==> src/rtl/key_irq_queue_pkg.sv <==
// Shared constants, IRQ state type and read-word helper for key_irq_queue.
// Supplies the `Key_base bus address default when none is given.
`ifndef Key_base
`define Key_base 64'h0000_0000_FFFF_0100
`endif

package key_irq_queue_pkg;

    localparam logic [63:0] KEY_BASE     = `Key_base;
    localparam logic [3:0]  KEY_IRQ_CODE = 4'd1;
    localparam int          KEY_DEPTH    = 8;

    typedef enum logic [1:0] {
        IRQ_IDLE,
        IRQ_REQ,
        IRQ_ACKED
    } irq_state_e;

    function automatic logic [63:0] key_word(
        input logic [7:0] b,
        input logic       v,
        input logic       o
    );
        return {54'd0, o, v, b};
    endfunction

endpackage

==> src/rtl/key_irq_queue_if.sv <==
// Key input, CPU bus and interrupt signals of key_irq_queue.
// master = CPU/decoder side, slave = the queue.
interface key_irq_queue_if #(
    parameter int DEPTH = 8
);
    logic [7:0]              key_ascii;
    logic                    key_pressed;
    logic [63:0]             bus_address;
    logic                    bus_read_enable;
    logic [63:0]             bus_read_data;
    logic                    key_sel;
    logic [3:0]              interrupt_vector;
    logic                    interrupt_ack;
    logic [$clog2(DEPTH):0]  fifo_count;

    modport master (
        output key_ascii, key_pressed, bus_address,
        output bus_read_enable, interrupt_ack,
        input  bus_read_data, key_sel, interrupt_vector, fifo_count
    );

    modport slave (
        input  key_ascii, key_pressed, bus_address,
        input  bus_read_enable, interrupt_ack,
        output bus_read_data, key_sel, interrupt_vector, fifo_count
    );
endinterface

==> src/rtl/key_fifo.sv <==
// Byte FIFO with wrap-bit pointers; push while full succeeds only
// together with a pop. Entry RAM is not reset.
module key_fifo #(
    parameter int DEPTH = 8
) (
    input  logic                   clk_i,
    input  logic                   rst_ni,
    input  logic                   push_i,
    input  logic                   pop_i,
    input  logic [7:0]             din_i,
    output logic [7:0]             dout_o,
    output logic                   empty_o,
    output logic                   full_o,
    output logic [$clog2(DEPTH):0] count_o
);
    localparam int AW = $clog2(DEPTH);

    logic [AW:0] wr_q, wr_d;
    logic [AW:0] rd_q, rd_d;
    logic [7:0]  mem_q [DEPTH];
    logic        do_push;
    logic        do_pop;

    assign empty_o = (wr_q == rd_q);
    assign full_o  = (wr_q[AW-1:0] == rd_q[AW-1:0]) &&
                     (wr_q[AW] != rd_q[AW]);
    assign count_o = wr_q - rd_q;
    assign dout_o  = mem_q[rd_q[AW-1:0]];

    assign do_pop  = pop_i && !empty_o;
    assign do_push = push_i && (!full_o || do_pop);
    assign wr_d    = wr_q + {{AW{1'b0}}, do_push};
    assign rd_d    = rd_q + {{AW{1'b0}}, do_pop};

    // Pointer update; wraps naturally modulo 2*DEPTH.
    always_ff @(posedge clk_i or negedge rst_ni) begin
        if (!rst_ni) begin
            wr_q <= '0;
            rd_q <= '0;
        end else begin
            wr_q <= wr_d;
            rd_q <= rd_d;
        end
    end

    // Entry storage; contents are meaningless after reset.
    always_ff @(posedge clk_i) begin
        if (do_push) mem_q[wr_q[AW-1:0]] <= din_i;
    end
endmodule

==> src/rtl/key_irq_queue.sv <==
// PS/2 key queue with CPU read register and level interrupt handshake.
// Optional feature macro: KEY_OVERFLOW_FLAG_EN (sticky drop flag, bit 9).
module key_irq_queue
    import key_irq_queue_pkg::*;
#(
    parameter int          DEPTH    = KEY_DEPTH,
    parameter logic [63:0] KEY_ADDR = `Key_base,
    parameter logic [3:0]  IRQ_ID   = KEY_IRQ_CODE
) (
    input  logic           CLOCK_50,
    input  logic           KEY0,
    key_irq_queue_if.slave bus
);
    localparam int CW = $clog2(DEPTH) + 1;

    logic          key_q;
    logic          rd_q;
    logic          push;
    logic          pop;
    logic          fifo_empty;
    logic          fifo_full;
    logic [7:0]    fifo_dout;
    logic [CW-1:0] count;
    logic          ovf;
    logic [63:0]   data_q, data_d;
    logic [3:0]    vec_q;
    irq_state_e    state_q;

    assign bus.key_sel          = (bus.bus_address == KEY_ADDR);
    assign bus.bus_read_data    = data_q;
    assign bus.interrupt_vector = vec_q;
    assign bus.fifo_count       = count;

    assign push = bus.key_pressed && !key_q &&
                  (bus.key_ascii != 8'd0);
    assign pop  = bus.key_sel && bus.bus_read_enable && !rd_q;

    assign data_d = key_word(fifo_empty ? 8'd0 : fifo_dout,
                             !fifo_empty, ovf);

    key_fifo #(.DEPTH(DEPTH)) u_fifo (
        .clk_i   (CLOCK_50),
        .rst_ni  (KEY0),
        .push_i  (push),
        .pop_i   (pop),
        .din_i   (bus.key_ascii),
        .dout_o  (fifo_dout),
        .empty_o (fifo_empty),
        .full_o  (fifo_full),
        .count_o (count)
    );

`ifdef KEY_OVERFLOW_FLAG_EN
    logic ovf_q;
    logic drop;

    assign drop = push && fifo_full && !pop;
    assign ovf  = ovf_q;

    // Sticky drop flag, cleared by the read that reports it.
    always_ff @(posedge CLOCK_50 or negedge KEY0) begin
        if (!KEY0)     ovf_q <= 1'b0;
        else if (drop) ovf_q <= 1'b1;
        else if (pop)  ovf_q <= 1'b0;
    end
`else
    logic unused_full;

    assign unused_full = fifo_full;
    assign ovf         = 1'b0;
`endif

    // Edge detects; key side starts high so a key held through
    // reset release is not taken as a press.
    always_ff @(posedge CLOCK_50 or negedge KEY0) begin
        if (!KEY0) begin
            key_q <= 1'b1;
            rd_q  <= 1'b0;
        end else begin
            key_q <= bus.key_pressed;
            rd_q  <= bus.key_sel && bus.bus_read_enable;
        end
    end

    // Read register, loaded once per CPU read strobe.
    always_ff @(posedge CLOCK_50 or negedge KEY0) begin
        if (!KEY0)    data_q <= '0;
        else if (pop) data_q <= data_d;
    end

    // Interrupt request/acknowledge handshake with registered vector.
    always_ff @(posedge CLOCK_50 or negedge KEY0) begin
        if (!KEY0) begin
            state_q <= IRQ_IDLE;
            vec_q   <= 4'd0;
        end else begin
            unique case (state_q)
                IRQ_IDLE: begin
                    if (count != '0) begin
                        state_q <= IRQ_REQ;
                        vec_q   <= IRQ_ID;
                    end
                end
                IRQ_REQ: begin
                    if (bus.interrupt_ack) begin
                        state_q <= IRQ_ACKED;
                        vec_q   <= 4'd0;
                    end
                end
                IRQ_ACKED: begin
                    if (!bus.interrupt_ack) state_q <= IRQ_IDLE;
                end
                default: begin
                    state_q <= IRQ_IDLE;
                    vec_q   <= 4'd0;
                end
            endcase
        end
    end
endmodule

==> src/flat_wrapper.sv <==
// flat-port wrapper written by rule: the top's interface ports become plain ports
module key_irq_queue_flat import key_irq_queue_pkg::*;
#(
    parameter int          DEPTH    = KEY_DEPTH,
    parameter logic [63:0] KEY_ADDR = `Key_base,
    parameter logic [3:0]  IRQ_ID   = KEY_IRQ_CODE
)
  (CLOCK_50, KEY0, bus_key_ascii, bus_key_pressed, bus_bus_address, bus_bus_read_enable, bus_interrupt_ack, bus_bus_read_data, bus_key_sel, bus_interrupt_vector, bus_fifo_count);
  key_irq_queue_if #(.DEPTH(DEPTH)) bus_i ();
  input  logic CLOCK_50;
  input  logic KEY0;
  input wire logic [$bits(bus_i.key_ascii)-1:0] bus_key_ascii;
  input wire logic [$bits(bus_i.key_pressed)-1:0] bus_key_pressed;
  input wire logic [$bits(bus_i.bus_address)-1:0] bus_bus_address;
  input wire logic [$bits(bus_i.bus_read_enable)-1:0] bus_bus_read_enable;
  input wire logic [$bits(bus_i.interrupt_ack)-1:0] bus_interrupt_ack;
  output wire logic [$bits(bus_i.bus_read_data)-1:0] bus_bus_read_data;
  output wire logic [$bits(bus_i.key_sel)-1:0] bus_key_sel;
  output wire logic [$bits(bus_i.interrupt_vector)-1:0] bus_interrupt_vector;
  output wire logic [$bits(bus_i.fifo_count)-1:0] bus_fifo_count;
  assign bus_i.key_ascii = bus_key_ascii;
  assign bus_i.key_pressed = bus_key_pressed;
  assign bus_i.bus_address = bus_bus_address;
  assign bus_i.bus_read_enable = bus_bus_read_enable;
  assign bus_i.interrupt_ack = bus_interrupt_ack;
  assign bus_bus_read_data = bus_i.bus_read_data;
  assign bus_key_sel = bus_i.key_sel;
  assign bus_interrupt_vector = bus_i.interrupt_vector;
  assign bus_fifo_count = bus_i.fifo_count;
  key_irq_queue #(.DEPTH(DEPTH), .KEY_ADDR(KEY_ADDR), .IRQ_ID(IRQ_ID)) u_core (.CLOCK_50(CLOCK_50), .KEY0(KEY0), .bus(bus_i));
endmodule
==> config.mk <==
export PLATFORM = sky130hd
export DESIGN_NAME = key_irq_queue_flat
export DESIGN_NICKNAME = d
export VERILOG_FILES = /design/src/rtl/key_irq_queue_pkg.sv /design/src/rtl/key_irq_queue_if.sv /design/src/rtl/key_fifo.sv /design/src/rtl/key_irq_queue.sv /design/src/flat_wrapper.sv
export SDC_FILE = /design/constraint.sdc
export NUM_CORES = 1
export LEC_CHECK = 0
export ABC_CLOCK_PERIOD_IN_PS = 8500
export CORE_MARGIN = 2
export CORE_UTILIZATION = 25
export CTS_CLUSTER_DIAMETER = 60
export DETAILED_ROUTE_END_ITERATION = 8
export HOLD_SLACK_MARGIN = 0.12
export SLEW_MARGIN = 10
export SYNTH_ARGS = -nofsm -noshare
export SYNTH_HDL_FRONTEND = slang
export SYNTH_HIERARCHICAL = 1
export SYNTH_SLANG_ARGS = --single-unit
==> constraint.sdc <==
create_clock -name CLOCK_50 -period 8.5 [get_ports CLOCK_50]
set_clock_uncertainty 0.15 [all_clocks]
set_input_delay 1.7 -clock CLOCK_50 [delete_from_list [all_inputs] [get_ports CLOCK_50]]
set_output_delay 1.7 -clock CLOCK_50 [all_outputs]
set_load 0.02 [all_outputs]
; Yosys cells after proc, flatten, opt, wreduce, memory -nomap -nowiden
; Memories as Yosys holds them, arrays and structs flattened.
; Index checks and enable logic that the tools add are counted.
[totals]
register_bits = 25
latchBits = 0
mem_bits_rw = 64
romBits = 0
in_bits = 77
out_inout_bits = 73
word_cells = 48
memories = 1
[classes]
addsub = 3
multipliers = 0
div_mod_pow = 0
n_lt_le_gt_ge = 0
eq_ne = 9
shifts = 0
mux = 10
bitwise = 1
reduce_logical = 17
[memory_table]
columns = memory, words, word_bits, read_ports, rd_clocked_by_memory_dff, write_ports, line_no
row1 = u_core.u_fifo.mem_q, 8, 8, 1, 0, 1, key_fifo.sv:20  ; logic [7:0] mem_q [DEPTH];
[ops]
columns = operator, count
row1 = 64-bit by 32-bit equality test with 1-bit output (second input constant), 1
row2 = 4-bit case mux with 3 select lines, 1
row3 = 4-bit by 1-bit adder with 4-bit output, 2
row4 = 4-bit 2-to-1 mux, 2
row5 = 8-bit 2-to-1 mux, 1
row6 = 8-bit nonzero test, 1
row7 = 1-bit logical AND, 7
row8 = 2-bit 2-to-1 mux, 3
row9 = 2-bit case mux with 3 select lines, 1
row10 = 3-bit AND reduction, 2
row11 = 4-bit equality test, 1
row12 = 1-bit logical NOT, 4
row13 = 2-bit != test (second input constant), 2
row14 = 4-bit nonzero test, 1
row15 = 4-bit subtractor, 1
row16 = 3-bit equality test, 1
row17 = 2-bit by 1-bit equality test with 1-bit output (second input constant), 1
row18 = 2-bit equality test (second input constant), 1
row19 = 2-bit logical NOT, 1
row20 = 1-bit 2-to-1 mux, 2
row21 = 2-bit by 1-bit != test with 1-bit output (second input constant), 1
row22 = 1-bit logical OR, 1
row23 = 1-bit != test, 1
row24 = 1-bit NOT, 1

; Depth between registers and ports, before layout
[logic_depth]
depth_word = 8
depth_mapped = 11
ltp_nobuf = 10

; By module
; The synthesis kept the hierarchy.
[modules_own_cells]
columns = mod, n_inst, cells_each, area_per_inst_um2, seq_area_each_um2
row1 = key_fifo, 1, 161, 2980.4, 2122.0
row2 = key_irq_queue, 1, 128, 1246.2, 351.6

; Worst setup path before layout
; OpenSTA, ideal clock, no wires.
[synth_path]
kind = input -> register
from = input port bus_bus_address[0]
to = memory u_core.u_fifo.mem_q[4][0] (enable)
setup_ps = 398
t_arrival_ps = 4509
required_ps = 7952
slack_ps = 3443
stages = 8
path_buffers = 1
path_cell_list = or4_1 or4_4 nor4_4 nand3b_1 buf_6 inv_1 nor3_4 nor4b_1
[synth_between]
elab_chain_cells = 8
[synth_rtl]
columns = element, line_no
row1 = "start, declared", flat_wrapper.sv:14  ; input wire logic [$bits(bus_i.bus_address)-1:0] bus_bus_address;
row2 = 64-bit by 32-bit equality test with 1-bit output, key_irq_queue.sv:29  ; assign bus.key_sel = (bus.bus_address == KEY_ADDR);
row3 = via bus_key_sel, flat_wrapper.sv:18  ; output wire logic [$bits(bus_i.key_sel)-1:0] bus_key_sel;
row4 = 1-bit logical AND (2 in series), key_irq_queue.sv:36  ; assign pop = bus.key_sel && bus.bus_read_enable && !rd_q;
row5 = via u_core.pop, key_irq_queue.sv:19  ; logic pop;
row6 = 1-bit logical AND, key_fifo.sv:30  ; assign do_pop = pop_i && !empty_o;
row7 = 1-bit logical OR, key_fifo.sv:31  ; assign do_push = push_i && (!full_o || do_pop);
row8 = 1-bit logical AND, key_fifo.sv:31
row9 = 1-bit 2-to-1 mux, key_fifo.sv:48  ; if (do_push) mem_q[wr_q[AW-1:0]] <= din_i;
row10 = 1-bit 2-to-1 mux (not written as such), key_fifo.sv:48
row11 = "end, declared", key_fifo.sv:20
; The timed path passes the listed nets, and every way through them passes these cells.

; Final worst setup path
[layout_path]
from = input port bus_bus_address[0]
to = output port bus_key_sel
[layout_between]
elab_chain_cells = 1
[layout_rtl]
columns = element, line_no
row1 = 64-bit by 32-bit equality test with 1-bit output, key_irq_queue.sv:29
row2 = "end, declared", flat_wrapper.sv:18
; No other way between the ends.

==> qor.yml <==
worst_hold_path:
  min_path_cells: 1
  min_to: "u_core/bus.interrupt_vector[0]"
  worstHoldStart: "u_core/bus.interrupt_vector[0]"
  hp-class: "flop to flop"
clocking:
  cts_root_buffer: "clkbuf_16"
  cts-resized-gates: 0
  path_clk_slew_ns: 0.06
  clock_path_buffers: 2
  cts_made_buffers: 9
  cts_setup_buffers: 0
  cts_tree: "done"
  hold_buffers: 0
  htreeDepth: 3
  clk_latency_ns: 0.34
  cts.sinks: 86
worst_setup_path:
  cp_slowest_cell: "clkdlybuf4s50_1"
  critPathRequiredTime_ns: 6.65
  rr_endpoint: "u_core/u_fifo/mem_q[3][6]"
  arrival_ns: 4.01
  ff2ff_setup_slack_ns: 5.37
  max_stage_delay_ns: 0.67
  path_cells: "clkdlybuf4s50_1, or4_1, or4_4, nor4_4, clkdlybuf4s50_1"
  r2r_cells: 4
  path_max_fanout: 3
  crit_top_cell: "clkdlybuf4s50_1"
  path_class: "input port to output port"
  start_kind: "input port"
  cp-end-kind: "output port"
  rr_startpoint: "u_core/u_fifo/rd_q[0]"
floorplan:
  ios: 150
  row_count: 47
  die_x_um: 134
  start_util_pct: 25.6
  die_h_um: 134
  fp.coreArea_um2: 16500
  dieArea_um2: 17900
global_route:
  grt_overflow: 0
  grt_pass1_wl_um: 13200
  gr-usage-all-layers_pct: 9.79
  antenna_found_initial: 0
  grt_pass1_vias: 2518
  grt_max_degree: 23
detailed_routing:
  routed_wl_um: 8850
  vias_per_cell: 4.08
  firstDrtPassIters: 4
  num_vias: 2500
  wl_per_cell_um: 14.5
  drt_iter0_drc: 112
  ant_nets: 0
  route.detailed.drc: 0
finish:
  syn2layout_area_growth_pct: 29.9
  drive_above_1_share_pct: 12.5
  n_antenna_cell: 0
  mostFrequentLayoutCell: "clkdlybuf4s50_1"
  multi_input_area_um2: 1460
  seq_area_um2: 2470
  final_cell_mix: "clkdlybuf4s50_1, edfxtp_1, conb_1, nand2_1, dfrtp_1"
  nets: 472
  fillers: 1595
place:
  hpwl_um: 6660
  port_buffers: 91
  place_congestion: 0.735
timing:
  worst-slew-pin-transition_ns: 1.11
  maxSlewHeadroom_pct: 26.3
  finalHoldViolCount: 0
  period_share_pct: 69.0
  setup_viol_count_final: 0
  max_freq_mhz: 171
  fin_tns_setup_ns: 0
  final_max_slew_viol_count: 0
  layout_min_cycle_time_ns: 5.86
  hold_slack_ns: 0.363
  rsz0062_at_grt: "no"
power:
  power.density_nw_per_um2: 208
  ir_drop_mv: 0.0960
  leakagePower_nw: 2.10
outcome:
  status: "finished, final reports clean"
yosys:
  syn_area_um2: 4220
  synthCells: 288
  postSynthAreaPerCell_um2: 14.7
  yosysWarnings: 6
flow_run:
  maxCapViolCount: 0
==> through the flow <==
stage	worst slack (ns)	utilization [%]	total power, W	cell area, um^2	instances
6_report	2.64	33.2	0.00114	5490	612
3_3_place_gp	2.62	31.4	0.000765	5180	596
3_5_place_dp	2.60	31.4	0.000773	5180	596
2_1_floorplan	3.45	-	0.000682	4440	345
4_1_cts	2.61	33.2	0.00116	5490	612
5_1_grt	2.55	33.2	0.00120	5490	612
==> how the worst max path moves through the flow <==
| stage | from | endpoint | slack, ns | depth (start not counted) |
|---|---|---|---|---|
| global route | bus_bus_address[0] | bus_key_sel | 2.55 | 5 |
| finish | bus_bus_address[0] | bus_key_sel | 2.64 | 5 |
| detailed placement | bus_bus_address[0] | u_core/u_fifo/mem_q[1][0] | 2.60 | 8 |
| floorplan | bus_bus_address[0] | u_core/u_fifo/mem_q[4][0] | 3.45 | 8 |
| global placement | bus_bus_address[0] | bus_key_sel | 2.62 | 5 |
| CTS | bus_bus_address[0] | bus_key_sel | 2.61 | 5 |
==> layout make-up <==
type / instances / share of cell area [%]
well taps: 220 / 5.02
multi-input cells: 186 / 26.5
repair buffers: 96 / 17.3
clock inverters: 5 / 0.707
flip-flops and latches: 86 / 45.1
clock buffers: 11 / 4.81
inverters: 8 / 0.547
==> registers in the layout, summed over array words and instances (netlist names) <==
signal                       count
u_core/rd_q                      1
u_core/bus.bus_read_data         9
u_core/u_fifo/wr_q               4
u_core/u_fifo/rd_q               4
u_core/u_fifo/mem_q             64
u_core/state_q                   2
u_core/key_q                     1
u_core/bus.interrupt_vector      1
==> routing by layer <==
| layer | global-route usage (%) | share of wire, % | wire length (um) | vias to the layer above |
|---|---|---|---|---|
| met5 | 0 | 0 | 0 | - |
| met4 | 3.55 | 1.4 | 121 | 0 |
| met3 | 3.44 | 8.4 | 746 | 10 |
| met2 | 18.8 | 53 | 4730 | 118 |
| met1 | 9.59 | 37 | 3250 | 1218 |
| li1 | - | - | - | 1154 |
==> power by group <==
group          total (W)  switching (W)  internal (W)
clock           0.000379       0.000154      0.000225
combinational   0.000238       0.000131      0.000107
sequential      0.000522      0.0000284      0.000494
total            0.00114       0.000314      0.000826
==> worst max-delay path: cells and delay by family <==
| family | cells | cell delay [ns] |
|---|---|---|
| AND/OR/NAND/NOR | 3 | 1.25 |
| buffers and inverters | 2 | 1.06 |
No activity file was read; power rests on OpenSTA's default activity.
==> RTL edit 1 (config.mk and constraints unchanged) <==
Change the package constant `KEY_DEPTH` from 8 to 16.
--- a/src/rtl/key_irq_queue_pkg.sv
+++ b/src/rtl/key_irq_queue_pkg.sv
@@ -8,7 +8,7 @@
 
     localparam logic [63:0] KEY_BASE     = `Key_base;
     localparam logic [3:0]  KEY_IRQ_CODE = 4'd1;
-    localparam int          KEY_DEPTH    = 8;
+    localparam int          KEY_DEPTH    = 16;
 
     typedef enum logic [1:0] {
         IRQ_IDLE,
Ports: changed (resized bus_fifo_count); port bits go from 150 to 151. The function was not compared with the original's and may differ.
==> RTL edit 1 against the unedited design <==
Area after synthesis rose by 63%. Setup slack got worse by 0.21 ns. Register-to-register slack got worse by 0.14 ns. Total power rose by 64%. Highest routed layer unchanged. Sequential cell count rose by 66. Final area rose by 55%. Count of clock-buffer cells in the layout rose by 6. Largest power group unchanged. Wire length rose by 75%. Largest cell class unchanged.
==> RTL edit 1: results (changes against the unedited design) <==
\begin{tabular}{lr}
\hline
Metric & Value \\
\hline
\multicolumn{2}{l}{\textbf{Outcome}} \\
\quad Outcome & finished clean \\
\multicolumn{2}{l}{\textbf{Setup path}} \\
\quad Capture point of the worst reg-to-reg path & u\_core/u\_fifo/mem\_q[4][3]\$\_DFFE\_PP\_ \\
\quad R2r worst-path depth & 6 (+2) \\
\quad Max incr delay on CP & 0.70 ns (+0.03 ns) \\
\quad Setup slack on the worst flop-to-flop path & 5.23 ns (-0.14 ns) \\
\multicolumn{2}{l}{\textbf{Placed design}} \\
\quad Total cell area at the placement stage & 0.00796 mm2 (+54\%) \\
\quad Dpl hpwl & 10.6 mm (+59\%) \\
\quad GPL Wtd Cong & 0.782 (+6.4\%) \\
\quad Placed Cells & 848 (+42\%) \\
\quad Port Buffer Count & 92 (+1.1\%) \\
\multicolumn{2}{l}{\textbf{Power and ir drop}} \\
\quad Static leakage power & 0.00295 uW (+40\%) \\
\quad Cell internal pwr & 1350 uW (+64\%) \\
\quad Max IR drop VDD & 0.000165 V (+72\%) \\
\multicolumn{2}{l}{\textbf{Clock tree}} \\
\quad Num CTS Buffers & 17 (+8) \\
\quad Number of levels the H-tree was split into & 4 (+1) \\
\multicolumn{2}{l}{\textbf{Hold path}} \\
\quad Startpoint of the most critical hold path & u\_core/state\_q[1]\$\_DFFE\_PN0P\_ \\
\multicolumn{2}{l}{\textbf{Global routing}} \\
\quad Wire length of the first global-routing pass & 22.1 mm (+67\%) \\
\quad GR Util All Layers & 10.7\% (+0.89 points) \\
\multicolumn{2}{l}{\textbf{STA}} \\
\quad Hold WS & 0.338 ns (-0.0258 ns) \\
\multicolumn{2}{l}{\textbf{Layout}} \\
\quad Final cell count without fillers & 880 (+44\%) \\
\quad Number of fillers in the final layout & 2622 (+64\%) \\
\quad NumNets Final & 612 (+30\%) \\
\quad Share of layout cells above drive strength 1 & 9.83\% (-2.7 points) \\
\quad Design area & 0.00849 mm2 (+55\%) \\
\multicolumn{2}{l}{\textbf{Drt}} \\
\quad Number of DRC markers in iteration 0 & 244 (+120\%) \\
\quad Routed len/inst & 17.6 um (+21\%) \\
\hline
\end{tabular}
-- RTL edit 1: per-layer routing --
layer | GRT usage (%) | wire length [um] | vias to the layer above
met2 | 19.2 | 7770 | 195
met5 | 0 | 0 | -
met1 | 12.2 | 6260 | 1900
li1 | - | - | 1727
met3 | 2.93 | 1230 | 15
met4 | 3.79 | 190 | 0
-- RTL edit 1: final cells by class --
class / instances / share of cell area [%]
clock buffer: 17 / 5.01
clock inverter: 15 / 1.21
inverter: 13 / 0.575
multi-input combinational: 241 / 24.2
sequential: 152 / 52.4
tap: 341 / 5.02
timing repair buffer: 101 / 11.6
-- RTL edit 1: power groups by stage --
stage | clock network [uW] | logic, uW | registers (uW)
3_3_place_gp | 0 | 294 | 916
2_1_floorplan | 0 | 187 | 900
5_1_grt | 720 | 321 | 909
4_1_cts | 686 | 299 | 902
6_report | 673 | 294 | 903
3_5_place_dp | 0 | 299 | 917
==> RTL edit 2 (same flow settings) <==
Without the edit above. Encoding of `irq_state_e`: now one-hot (3 bits for 3 states).
--- a/src/rtl/key_irq_queue_pkg.sv
+++ b/src/rtl/key_irq_queue_pkg.sv
@@ -10,10 +10,10 @@
     localparam logic [3:0]  KEY_IRQ_CODE = 4'd1;
     localparam int          KEY_DEPTH    = 8;
 
-    typedef enum logic [1:0] {
-        IRQ_IDLE,
-        IRQ_REQ,
-        IRQ_ACKED
+    typedef enum logic [2:0] {
+        IRQ_IDLE  = 3'b001,
+        IRQ_REQ   = 3'b010,
+        IRQ_ACKED = 3'b100
     } irq_state_e;
 
     function automatic logic [63:0] key_word(
Check against the original RTL: no difference found for any inputs over 10 cycles, from zero or initial values; not proved beyond that.
==> RTL edit 2 against the unedited design <==
Final area grew 1.3%. Wire length increased by 4.5%. Non-clock buffer count grew 1. Cell count increased by 1.8%. Critical path depth did not move. Area after synthesis is 1.9% higher. Global-route usage is 0.17 points higher. Setup slack improved by 0.080 ns. Die area increased by 1.8%. Core utilization increased by 0.091 points. Total power up 1.4%. Sequential cell count increased by 1. First-iteration DRC count is 2.7% lower. Largest power group unchanged.
==> RTL edit 2: results (changes against the unedited design) <==
\begin{tabular}{lr}
\hline
Metric & Value \\
\hline
\multicolumn{2}{l}{\textbf{Setup path}} \\
\quad Endpoint arrival time on the critical path & 3.93 ns (-0.08 ns) \\
\quad R2r worst-path depth & 5 (+1) \\
\quad Setup slack on the worst flop-to-flop path & 5.51 ns (+0.14 ns) \\
\quad Max incr delay on CP & 0.70 ns (+0.03 ns) \\
\quad Capture point of the worst reg-to-reg path & u\_core/u\_fifo/mem\_q[1][5]\$\_DFFE\_PP\_ \\
\multicolumn{2}{l}{\textbf{Global routing}} \\
\quad GR Util All Layers & 9.97\% (+0.17 points) \\
\quad Wire length of the first global-routing pass & 13.6 mm (+3.1\%) \\
\quad Via count of the first global-routing pass & 2580 (+2.5\%) \\
\quad Pin count of the biggest net entering global routing & 24 (+4.3\%) \\
\multicolumn{2}{l}{\textbf{Placed design}} \\
\quad Placed Cells & 607 (+1.8\%) \\
\quad Dpl ws & 2.55 ns (-0.0542 ns) \\
\quad Total cell area at the placement stage & 0.00528 mm2 (+1.8\%) \\
\quad GPL Wtd Cong & 0.692 (-5.9\%) \\
\quad Dpl hpwl & 7.03 mm (+5.5\%) \\
\multicolumn{2}{l}{\textbf{Synth}} \\
\quad Per-instance average area after synthesis & 14.4 um2 (-1.5\%) \\
\multicolumn{2}{l}{\textbf{Layout}} \\
\quad Flip-flop count of the largest register after layout & 64 (unchanged) \\
\quad Share of layout cells above drive strength 1 & 13.6\% (+1.1 points) \\
\multicolumn{2}{l}{\textbf{STA}} \\
\quad Final worst-path setup slack & 2.72 ns (+0.0805 ns) \\
\quad Hold WS & 0.361 ns (-0.00239 ns) \\
\multicolumn{2}{l}{\textbf{Drt}} \\
\quad Total met2 wirelength after detailed routing & 4.89 mm (+3.3\%) \\
\quad Vias & 2582 (+3.3\%) \\
\quad Met3 Wirelength & 934 um (+25\%) \\
\quad Post-DR vias/cell & 4.14 (+1.5\%) \\
\quad Number of DRC markers in iteration 0 & 109 (-2.7\%) \\
\quad Wire length on met1 & 3.35 mm (+3.2\%) \\
\multicolumn{2}{l}{\textbf{Hold path}} \\
\quad Startpoint of the most critical hold path & u\_core/bus.bus\_read\_data[1]\$\_DFFE\_PN0P\_ \\
\multicolumn{2}{l}{\textbf{Outcome}} \\
\quad Outcome & finished clean \\
\multicolumn{2}{l}{\textbf{Power and ir drop}} \\
\quad Static leakage power & 0.00211 uW (+0.42\%) \\
\quad Max IR drop VDD & 0.000143 V (+49\%) \\
\hline
\end{tabular}
RTL edit 2: final cells by class:
class | count | area, um2
timing repair buffer | 97 | 956
fill | 1621 | 11100
clock inverter | 5 | 40.0
inverter | 9 | 33.8
multi-input combinational | 194 | 1510
clock buffer | 11 | 243
sequential | 87 | 2500
tap | 220 | 275
RTL edit 2: report_power, final:
| part | switching (uW) | internal [uW] |
|---|---|---|
| clock network | 160 | 208 |
| logic | 143 | 112 |
| registers | 31.6 | 502 |
| total | 335 | 821 |
RTL edit 2: critical path, delay by kind of cell:
kind | cells | cell delay (ns)
and+or+nand+nor | 3 | 1.08
buffers and inverters | 2 | 1.15
RTL edit 2: per-layer routing:
metal / up-vias / global-route usage, %
li1: 1190 / -
met1: 1250 / 10.3
met2: 135 / 19.1
met3: 7 / 2.92
met4: 0 / 3.47
met5: - / 0
